===== src/rtl/ag32gbd_sram_arb.sv =====
// ---------------------------------------------------------------------------
// ag32gbd_sram_arb
//
// Arbiter and strobe sequencer for the cartridge's external save SRAM.
// Three requesters share the SRAM pins:
//   - the Game Boy cartridge bus (always wins, never preempted)
//   - the internal image writer (wr_* port)
//   - the internal readback/debug reader (rd_* port)
// The two internal requesters are served round-robin. Each internal access
// is a fixed strobe sequence of HOLD_CYCLES active cycles. Every access,
// cart or internal, is followed by TURN_CYCLES of bus turnaround with all
// strobes high and DQ released.
//
// Parameters:
//   ADDR_W       SRAM address width
//   HOLD_CYCLES  cycles nWE/nRD are held low for an internal access (>=1)
//   TURN_CYCLES  idle cycles after every access (>=1)
//
// Ports:
//   sys_clock, sys_reset       sole clock, asynchronous active-high reset
//   cart_sel                   cart SRAM window active (asynchronous input)
//   cart_wr/addr/wdata         cart access direction, address, write data
//   cart_rdata, cart_active    last byte read for cart, arbiter in CART
//   wr_req/addr/data, wr_ack   internal write request and completion pulse
//   rd_req/addr, rd_data/valid internal read request and result pulse
//   sram_a, sram_dq_o/oe/i     SRAM address and data bus
//   sram_ncs/nwe/nrd           active-low SRAM strobes
//
// Optional feature (macro AG32GBD_SRAM_ARB_STATS_EN):
//   adds output stall_cnt[15:0], a saturating count of cycles in which the
//   synchronized cart_sel is high while the arbiter is not in CART.
// ---------------------------------------------------------------------------
module ag32gbd_sram_arb #(
   parameter int ADDR_W      = 17,
   parameter int HOLD_CYCLES = 2,
   parameter int TURN_CYCLES = 1
) (
   input  logic              sys_clock,
   input  logic              sys_reset,
   input  logic              cart_sel,
   input  logic              cart_wr,
   input  logic [ADDR_W-1:0] cart_addr,
   input  logic [7:0]        cart_wdata,
   output logic [7:0]        cart_rdata,
   output logic              cart_active,
   input  logic              wr_req,
   input  logic [ADDR_W-1:0] wr_addr,
   input  logic [7:0]        wr_data,
   output logic              wr_ack,
   input  logic              rd_req,
   input  logic [ADDR_W-1:0] rd_addr,
   output logic [7:0]        rd_data,
   output logic              rd_valid,
   output logic [ADDR_W-1:0] sram_a,
   output logic [7:0]        sram_dq_o,
   output logic              sram_dq_oe,
   input  logic [7:0]        sram_dq_i,
   output logic              sram_ncs,
   output logic              sram_nwe,
`ifdef AG32GBD_SRAM_ARB_STATS_EN
   output logic              sram_nrd,
   output logic [15:0]       stall_cnt
`else
   output logic              sram_nrd
`endif
);

   typedef enum logic [2:0] {
      IDLE,
      CART,
      IWR,
      IRD,
      RECOVER
   } state_t;

   // One shared phase counter serves both the hold and the turnaround
   // phases, so it is sized for whichever of the two is longer.
   localparam int MAX_CYC = (HOLD_CYCLES > TURN_CYCLES) ? HOLD_CYCLES : TURN_CYCLES;
   localparam int CNT_W   = $clog2(MAX_CYC + 1);

   localparam logic [CNT_W-1:0] CNT_ONE   = CNT_W'(1);
   localparam logic [CNT_W-1:0] HOLD_LAST = CNT_W'(HOLD_CYCLES);
   localparam logic [CNT_W-1:0] TURN_LAST = CNT_W'(TURN_CYCLES);

   state_t           state;
   logic [CNT_W-1:0] phase_cnt;
   logic             favour_wr;
   logic             cart_sel_meta;
   logic             cart_sel_sync;

   // cart_sel comes from the Game Boy bus and is asynchronous to sys_clock.
   // Two flops bring it into this domain; only the second stage is ever
   // used for decisions. The cart address/data are not synchronized: the
   // cart holds them stable for the whole window, long after cart_sel has
   // passed through the synchronizer.
   always_ff @(posedge sys_clock or posedge sys_reset) begin
      if (sys_reset) begin
         cart_sel_meta <= 1'b0;
         cart_sel_sync <= 1'b0;
      end else begin
         cart_sel_meta <= cart_sel;
         cart_sel_sync <= cart_sel_meta;
      end
   end

   // Main arbiter/sequencer. Every pin-facing output is a register set here
   // on the transition into each phase, so the SRAM sees glitch-free strobes.
   //
   // phase_cnt holds the 1-based index of the cycle currently being shown on
   // the pins; it is loaded with 1 on the edge that enters a timed phase and
   // the phase ends on the edge where it equals the phase length.
   //
   // Grant priority in IDLE: synchronized cart first, then the internal
   // requester that was not granted last when both are pending. favour_wr
   // records which internal requester gets the next tie.
   //
   // The read data is captured on the edge that ends the last hold cycle,
   // which is also the edge that raises rd_valid, so rd_valid appears in the
   // cycle after the last hold cycle together with the fresh rd_data.
   //
   // The cart direction drives sram_nrd and sram_dq_oe from the same input
   // bit, so DQ is never driven while the SRAM output enable is active.
   always_ff @(posedge sys_clock or posedge sys_reset) begin
      if (sys_reset) begin
         state       <= IDLE;
         phase_cnt   <= '0;
         favour_wr   <= 1'b1;
         sram_a      <= '0;
         sram_dq_o   <= '0;
         sram_dq_oe  <= 1'b0;
         sram_ncs    <= 1'b1;
         sram_nwe    <= 1'b1;
         sram_nrd    <= 1'b1;
         cart_rdata  <= '0;
         cart_active <= 1'b0;
         rd_data     <= '0;
         wr_ack      <= 1'b0;
         rd_valid    <= 1'b0;
      end else begin
         case (state)
            IDLE: begin
               wr_ack   <= 1'b0;
               rd_valid <= 1'b0;
               if (cart_sel_sync) begin
                  state       <= CART;
                  cart_active <= 1'b1;
                  sram_a      <= cart_addr;
                  sram_dq_o   <= cart_wdata;
                  sram_ncs    <= 1'b0;
                  sram_nwe    <= ~cart_wr;
                  sram_nrd    <= cart_wr;
                  sram_dq_oe  <= cart_wr;
               end else if (wr_req && (!rd_req || favour_wr)) begin
                  state      <= IWR;
                  phase_cnt  <= CNT_ONE;
                  favour_wr  <= 1'b0;
                  sram_a     <= wr_addr;
                  sram_dq_o  <= wr_data;
                  sram_ncs   <= 1'b0;
                  sram_nwe   <= 1'b0;
                  sram_nrd   <= 1'b1;
                  sram_dq_oe <= 1'b1;
                  wr_ack     <= (HOLD_CYCLES == 1);
               end else if (rd_req) begin
                  state      <= IRD;
                  phase_cnt  <= CNT_ONE;
                  favour_wr  <= 1'b1;
                  sram_a     <= rd_addr;
                  sram_ncs   <= 1'b0;
                  sram_nwe   <= 1'b1;
                  sram_nrd   <= 1'b0;
                  sram_dq_oe <= 1'b0;
               end
            end

            CART: begin
               if (!cart_wr) begin
                  cart_rdata <= sram_dq_i;
               end
               if (!cart_sel_sync) begin
                  state       <= RECOVER;
                  phase_cnt   <= CNT_ONE;
                  cart_active <= 1'b0;
                  sram_ncs    <= 1'b1;
                  sram_nwe    <= 1'b1;
                  sram_nrd    <= 1'b1;
                  sram_dq_oe  <= 1'b0;
               end else begin
                  sram_a     <= cart_addr;
                  sram_dq_o  <= cart_wdata;
                  sram_ncs   <= 1'b0;
                  sram_nwe   <= ~cart_wr;
                  sram_nrd   <= cart_wr;
                  sram_dq_oe <= cart_wr;
               end
            end

            IWR: begin
               if (phase_cnt == HOLD_LAST) begin
                  state      <= RECOVER;
                  phase_cnt  <= CNT_ONE;
                  wr_ack     <= 1'b0;
                  sram_ncs   <= 1'b1;
                  sram_nwe   <= 1'b1;
                  sram_nrd   <= 1'b1;
                  sram_dq_oe <= 1'b0;
               end else begin
                  phase_cnt <= phase_cnt + CNT_ONE;
                  wr_ack    <= (phase_cnt + CNT_ONE == HOLD_LAST);
               end
            end

            IRD: begin
               if (phase_cnt == HOLD_LAST) begin
                  state      <= RECOVER;
                  phase_cnt  <= CNT_ONE;
                  rd_data    <= sram_dq_i;
                  rd_valid   <= 1'b1;
                  sram_ncs   <= 1'b1;
                  sram_nwe   <= 1'b1;
                  sram_nrd   <= 1'b1;
                  sram_dq_oe <= 1'b0;
               end else begin
                  phase_cnt <= phase_cnt + CNT_ONE;
               end
            end

            RECOVER: begin
               wr_ack   <= 1'b0;
               rd_valid <= 1'b0;
               if (phase_cnt == TURN_LAST) begin
                  state <= IDLE;
               end else begin
                  phase_cnt <= phase_cnt + CNT_ONE;
               end
            end

            default: begin
               state       <= IDLE;
               cart_active <= 1'b0;
               wr_ack      <= 1'b0;
               rd_valid    <= 1'b0;
               sram_ncs    <= 1'b1;
               sram_nwe    <= 1'b1;
               sram_nrd    <= 1'b1;
               sram_dq_oe  <= 1'b0;
            end
         endcase
      end
   end

`ifdef AG32GBD_SRAM_ARB_STATS_EN
   // Cart stall statistics: counts cycles in which the cart has (as seen
   // through the synchronizer) asked for the SRAM but does not yet own it.
   // The counter sticks at all-ones rather than wrapping so a long soak run
   // never reports a misleadingly small value.
   always_ff @(posedge sys_clock or posedge sys_reset) begin
      if (sys_reset) begin
         stall_cnt <= '0;
      end else if (cart_sel_sync && (state != CART) && (stall_cnt != 16'hFFFF)) begin
         stall_cnt <= stall_cnt + 16'd1;
      end
   end
`endif

endmodule


===== config.mk =====
export PLATFORM = sky130hd
export DESIGN_NAME = ag32gbd_sram_arb
export DESIGN_NICKNAME = d
export VERILOG_FILES = /design/src/rtl/ag32gbd_sram_arb.sv
export SDC_FILE = /design/constraint.sdc
export NUM_CORES = 1
export LEC_CHECK = 0
export ABC_CLOCK_PERIOD_IN_PS = 2000
export BUFFER_PORTS_ARGS = -buffer_cell sky130_fd_sc_hd__buf_2
export CORE_MARGIN = 5
export CORE_UTILIZATION = 42
export DETAILED_ROUTE_END_ITERATION = 8
export PLACE_DENSITY_LB_ADDON = 0.2
export SYNTH_ARGS = -nofsm -noshare
export SYNTH_HDL_FRONTEND = slang
export SYNTH_SLANG_ARGS = --single-unit

===== constraint.sdc =====
create_clock -name sys_clock -period 2 [get_ports sys_clock]
set_clock_uncertainty 0.2 [all_clocks]
set_input_delay 0.4 -clock sys_clock [delete_from_list [all_inputs] [get_ports sys_clock]]
set_output_delay 0.4 -clock sys_clock [all_outputs]
set_load 0.1 [all_outputs]

Word-level counts from Yosys, hierarchy flattened:

Index checks and enable logic that the tools add are counted.

* register bits: 56
* output and inout bits: 48
* logic and storage cells: 108

* add/subtract/negate cells: 1
* equal/unequal tests: 18
* multiplexer cells: 47
* bitwise logic cells: 5
* reductions and logical operators: 21

Operators by type and width (count)
* 17-bit two-way mux: 4
* 17-bit case mux with 2 select lines: 1
* 8-bit two-way mux: 3
* 3-bit two-way mux: 6
* 1-bit two-way mux: 17
* 1-bit case mux with 4 select lines: 4
* 8-bit case mux with 2 select lines: 1
* 3-bit AND reduction: 5
* 2-bit inequality test, second input constant: 7
* 2-bit two-way mux: 6
* 3-bit case mux with 4 select lines: 1
* 2-bit case mux with 4 select lines: 1
* 3-bit by 2-bit == test with 1-bit output, second input constant: 2
* 3-bit inequality test, second input constant: 2
* 2-bit AND reduction: 3
* 2-bit OR reduction: 3
* 1-bit inverter: 5
* 5-bit AND reduction: 1
* 2-bit == test, second input constant: 2
* 4-bit inequality test, second input constant: 1
* 1-bit case mux with 2 select lines: 2
* 4-bit AND reduction: 1
* 2-bit nonzero test: 2
* 4-bit nonzero test: 1
* other kinds (11): 11

Depth between registers and ports, before layout:

* depth in word-level cells: 6
* mapped depth: 8
* gate-level depth less buffers: 6

Worst setup path before layout:

OpenSTA, ideal clock, no wires.

* path type: input-to-reg
* start point: input wr_req
* end point: register sram_a[0]
* setup time: 0.087 ns
* arrival: 1.543 ns
* data required time: 1.713 ns
* slack: 0.170 ns
* cell stages on the path: 8
* path buffers: 4
* cells stage by stage: buf_6 -> o21ba_4 -> o21a_1 -> buf_6 -> and2_4 -> buf_6 -> buf_6 -> a211oi_2

* word-level cells in the longest chain between the ends: 4
* elaborated cells between the ends (all ways): 6
* those cells by class: eq/ne (1); mux (3); reduce/logical (2)

Ends and longest elaborated chain
* from (decl): line 46 `input logic wr_req,`
* 1-bit logical AND (*): line 153 `end else if (wr_req && (!rd_req || favour_wr)) begin`
* 17-bit two-way mux: line 153
* 17-bit two-way mux: line 144 `if (cart_sel_sync) begin`
* 17-bit case mux with 2 select lines: line 140 `case (state)`
* to (signal assigned): line 147 `sram_a <= cart_addr;`
* to (signal assigned): line 157 `sram_a <= wr_addr;`
* to (signal assigned): line 168 `sram_a <= rd_addr;`
* to (decl): line 54 `output logic [ADDR_W-1:0] sram_a,`

Every way passes the cells marked *; elsewhere a longest branch is shown, timed or not.
A chain may end at the register's enable or synchronous reset.

Worst setup path in the final report:

* start point: register sram_nrd
* end point: output sram_nrd

RTL lines
* from (decl): line 64 `output logic sram_nrd`
* from (signal assigned): line 151 `sram_nrd <= cart_wr;`
* from (signal assigned): line 193 `sram_nrd <= cart_wr;`

No word-level cell between the ends.

==> impl_metrics.env <==
export IMPL_status="finished clean"
export IMPL_die_w_um=90.9
export IMPL_cpMaxStageDelayCell="dfstp_2"
export IMPL_portBuffers=128
export IMPL_crit_family="flip-flops"
export IMPL_hold_viol=0
export IMPL_synth_compound_area_share_pct=16.4
export IMPL_final_seq_area_um2=1410
export IMPL_worstPathArrival_ns=1.28
export IMPL_synth_largest_area_cell="dfrtp_1"
export IMPL_utilization_pct=57.6
export IMPL_critPathRequiredTime_ns=1.40
export IMPL_syn2layout_area_growth_pct=33.0
export IMPL_synth_simple_gate_area_share_pct=11.7
export IMPL_synth_seq_cells=56
export IMPL_ioPinCount=129
export IMPL_clk_pin_slew_ns=0.11
export IMPL_clock_path_buffers=2
export IMPL_gp_congestion=0.778
export IMPL_drcViolationCount=0
export IMPL_drive_gt1_share_pct=49.0
export IMPL_start_kind="register"
export IMPL_dp_cells=455
export IMPL_start_util_pct=43.3
export IMPL_finalSetupViolCount=0
export IMPL_fin_cells=465
export IMPL_netlist_instances=251
export IMPL_synth_top_area_share_pct=47.3
export IMPL_nNetsFinal=471
export IMPL_synth_area_um2=2750
export IMPL_yosys_top_cells_area="dfrtp_1 (47%), mux2_2 (7.0%), mux2i_1 (6.6%), a211oi_2 (4.5%), nor3_1 (4.2%)"
export IMPL_grt_max_degree=26
export IMPL_h_tree_depth=2
export IMPL_dieArea_um2=8270
export IMPL_die_height_um=90.9
export IMPL_post_dp_hpwl_um=5580
export IMPL_ys_warn_count=0
export IMPL_grt_ovfl_total=0
export IMPL_seq_area_frac_synth_pct=51.1
export IMPL_ant_nets=0
export IMPL_synth_top_family_by_area="compound AO/OA/AOI/OAI gates"
export IMPL_synthAdderAreaFrac_pct=1.36
export IMPL_tns_ns=0
export IMPL_root_buffer="clkbuf_8"
export IMPL_criticalPathCategory="register to output pin"
export IMPL_core_um2=6350
export IMPL_wl_per_cell_um=15.5
export IMPL_routed_wl_um=7230
export IMPL_synth_xor_area_share_pct=0
export IMPL_viasPerCell=5.17
export IMPL_multi_input_area_um2=1200
export IMPL_hold_path_class="input pin to register"
export IMPL_period_share_pct=94.2
export IMPL_path_buf_inv=1
export IMPL_drv_max_cap_violation_count=0
export IMPL_numCtsBuffers=5
export IMPL_grtUsageTotal_pct=17.5
export IMPL_rows=29
export IMPL_finalCriticalPeriod_ns=1.88
export IMPL_netlist_cell_type_count=42
export IMPL_n_fill_cell=577
export IMPL_worst_path_largest_cell_delay_ns=0.55
export IMPL_endpoint_kind="output pin"
export IMPL_slew_limit_headroom_pct=66.7
export IMPL_num_vias=2402
export IMPL_diodes=0
export IMPL_cts_tree="done"
export IMPL_crit_path_max_fanout=2
export IMPL_path_cells="buf_2"
export IMPL_avgSynthCellArea_um2=11.0
export IMPL_insertion_delay_ns=0.31
export IMPL_slew_viol_final=0
export IMPL_rsz0062_at_grt="false"
export IMPL_grt_pass1_wl_um=12000
export IMPL_antenna_found_initial=0
export IMPL_synth_mux_area_share_pct=13.9
export IMPL_syn_num_nets=335
export IMPL_worst_pin_slew_ns=0.503
export IMPL_drt_initial_drc_count=48
export IMPL_drtPass1Iterations=4
export IMPL_fmax_mhz=531
export IMPL_grt_pass1_vias=2551
export IMPL_cts_sinks=56
## metrics by stage
step / hold slack, ns / worst slack (ns) / area, um2
after floorplan: 0.131 / 0.0353 / 2750
after global placement: 0.134 / 0.158 / 3530
after detailed placement: 0.138 / 0.0615 / 3530
after CTS: 0.0408 / 0.0445 / 3650
after global routing: 0.0647 / 0.0440 / 3660
final: 0.0559 / 0.116 / 3660
## layout make-up
cell class | instances | share of cell area (%)
flip-flops and latches | 56 | 38.4
multi-input cells | 165 | 32.8
repair buffers | 144 | 22.0
well taps | 77 | 2.63
clock buffers | 5 | 1.88
inverters | 15 | 1.54
clock inverters | 3 | 0.752
## metal layers
metal / track usage [%] / part of all wire (%) / up-vias
met4: 3.67 / 0.83 / 0
met5: 0 / 0 / -
met1: 22.3 / 43 / 1142
met2: 29.8 / 48 / 85
li1: - / - / 1170
met3: 4.67 / 7.8 / 5
## cells in the mapped netlist (all sizes together)
master / instances
a211oi: 17
a21o: 1
a21oi: 17
a221o: 1
a221oi: 1
a22oi: 1
a31oi: 1
a32oi: 1
a41oi: 1
and2: 2
and3: 2
buf: 9
clkbuf: 6
dfrtp: 52
dfstp: 4
ha: 3
inv: 15
mux2: 18
mux2i: 18
nand2: 8
nand2b: 4
nand3: 2
nor2: 24
nor2b: 1
nor3: 23
nor4: 1
o211ai: 1
o21a: 1
o21ai: 5
o21ba: 1
o22ai: 8
o31ai: 1
o32ai: 1
## registers in the layout (all words and copies together) (netlist names)
name	cells
sram_a	17
cart_rdata	8
cart_sel_sync	1
rd_valid	1
rd_data	8
sram_dq_oe	1
state	3
cart_sel_meta	1
wr_ack	1
sram_ncs	1
cart_active	1
sram_nwe	1
sram_dq_o	8
favour_wr	1
sram_nrd	1
phase_cnt	2
## path summary, 6_finish.rpt
check,startpoint,endpoint,slack (ns),cells after the start
hold / removal,cart_wr,sram_nwe,0.06,2
min in group asynchronous,sys_reset,rd_data[4],0.45,3
hold reg to reg,cart_sel_meta,cart_sel_sync,0.16,0
max in group asynchronous,sys_reset,favour_wr,0.58,4
setup reg to reg,state[0],sram_dq_o[1],0.17,4
setup / recovery,sram_nrd,sram_nrd,0.12,1
## cell families (layout without fill, tap and decap cells)
family,Yosys count,in the layout
AO/OA/AOI/OAI,59,59
AND/OR/NAND/NOR,67,67
adder cells (fa/ha/maj),3,3
flip-flops,56,56
buffers and inverters,30,167
multiplexers,36,36
## cells in the final DEF, fill, tap and decap left out, drive strengths merged, types with 3 or more instances in the layout
cell type and count:
buf 142, dfrtp 52, nor2 24, nor3 23, mux2i 18, mux2 18, a21oi 17, a211oi 17
inv 16, o22ai 8, nand2 8, clkbuf 5, o21ai 5, nand2b 4, dfstp 4, ha 3
## repair_timing
action,4_1_cts,5_1_grt
resized for setup,0,1
buffers inserted,0,0
hold endpoints to repair,17,0
hold buffers,2,0
endpoints found under the setup margin,0,8
Power is left out: the tool's default activity adds up to more than one toggle a clock period on the data nets, which glitch-free logic cannot reach.
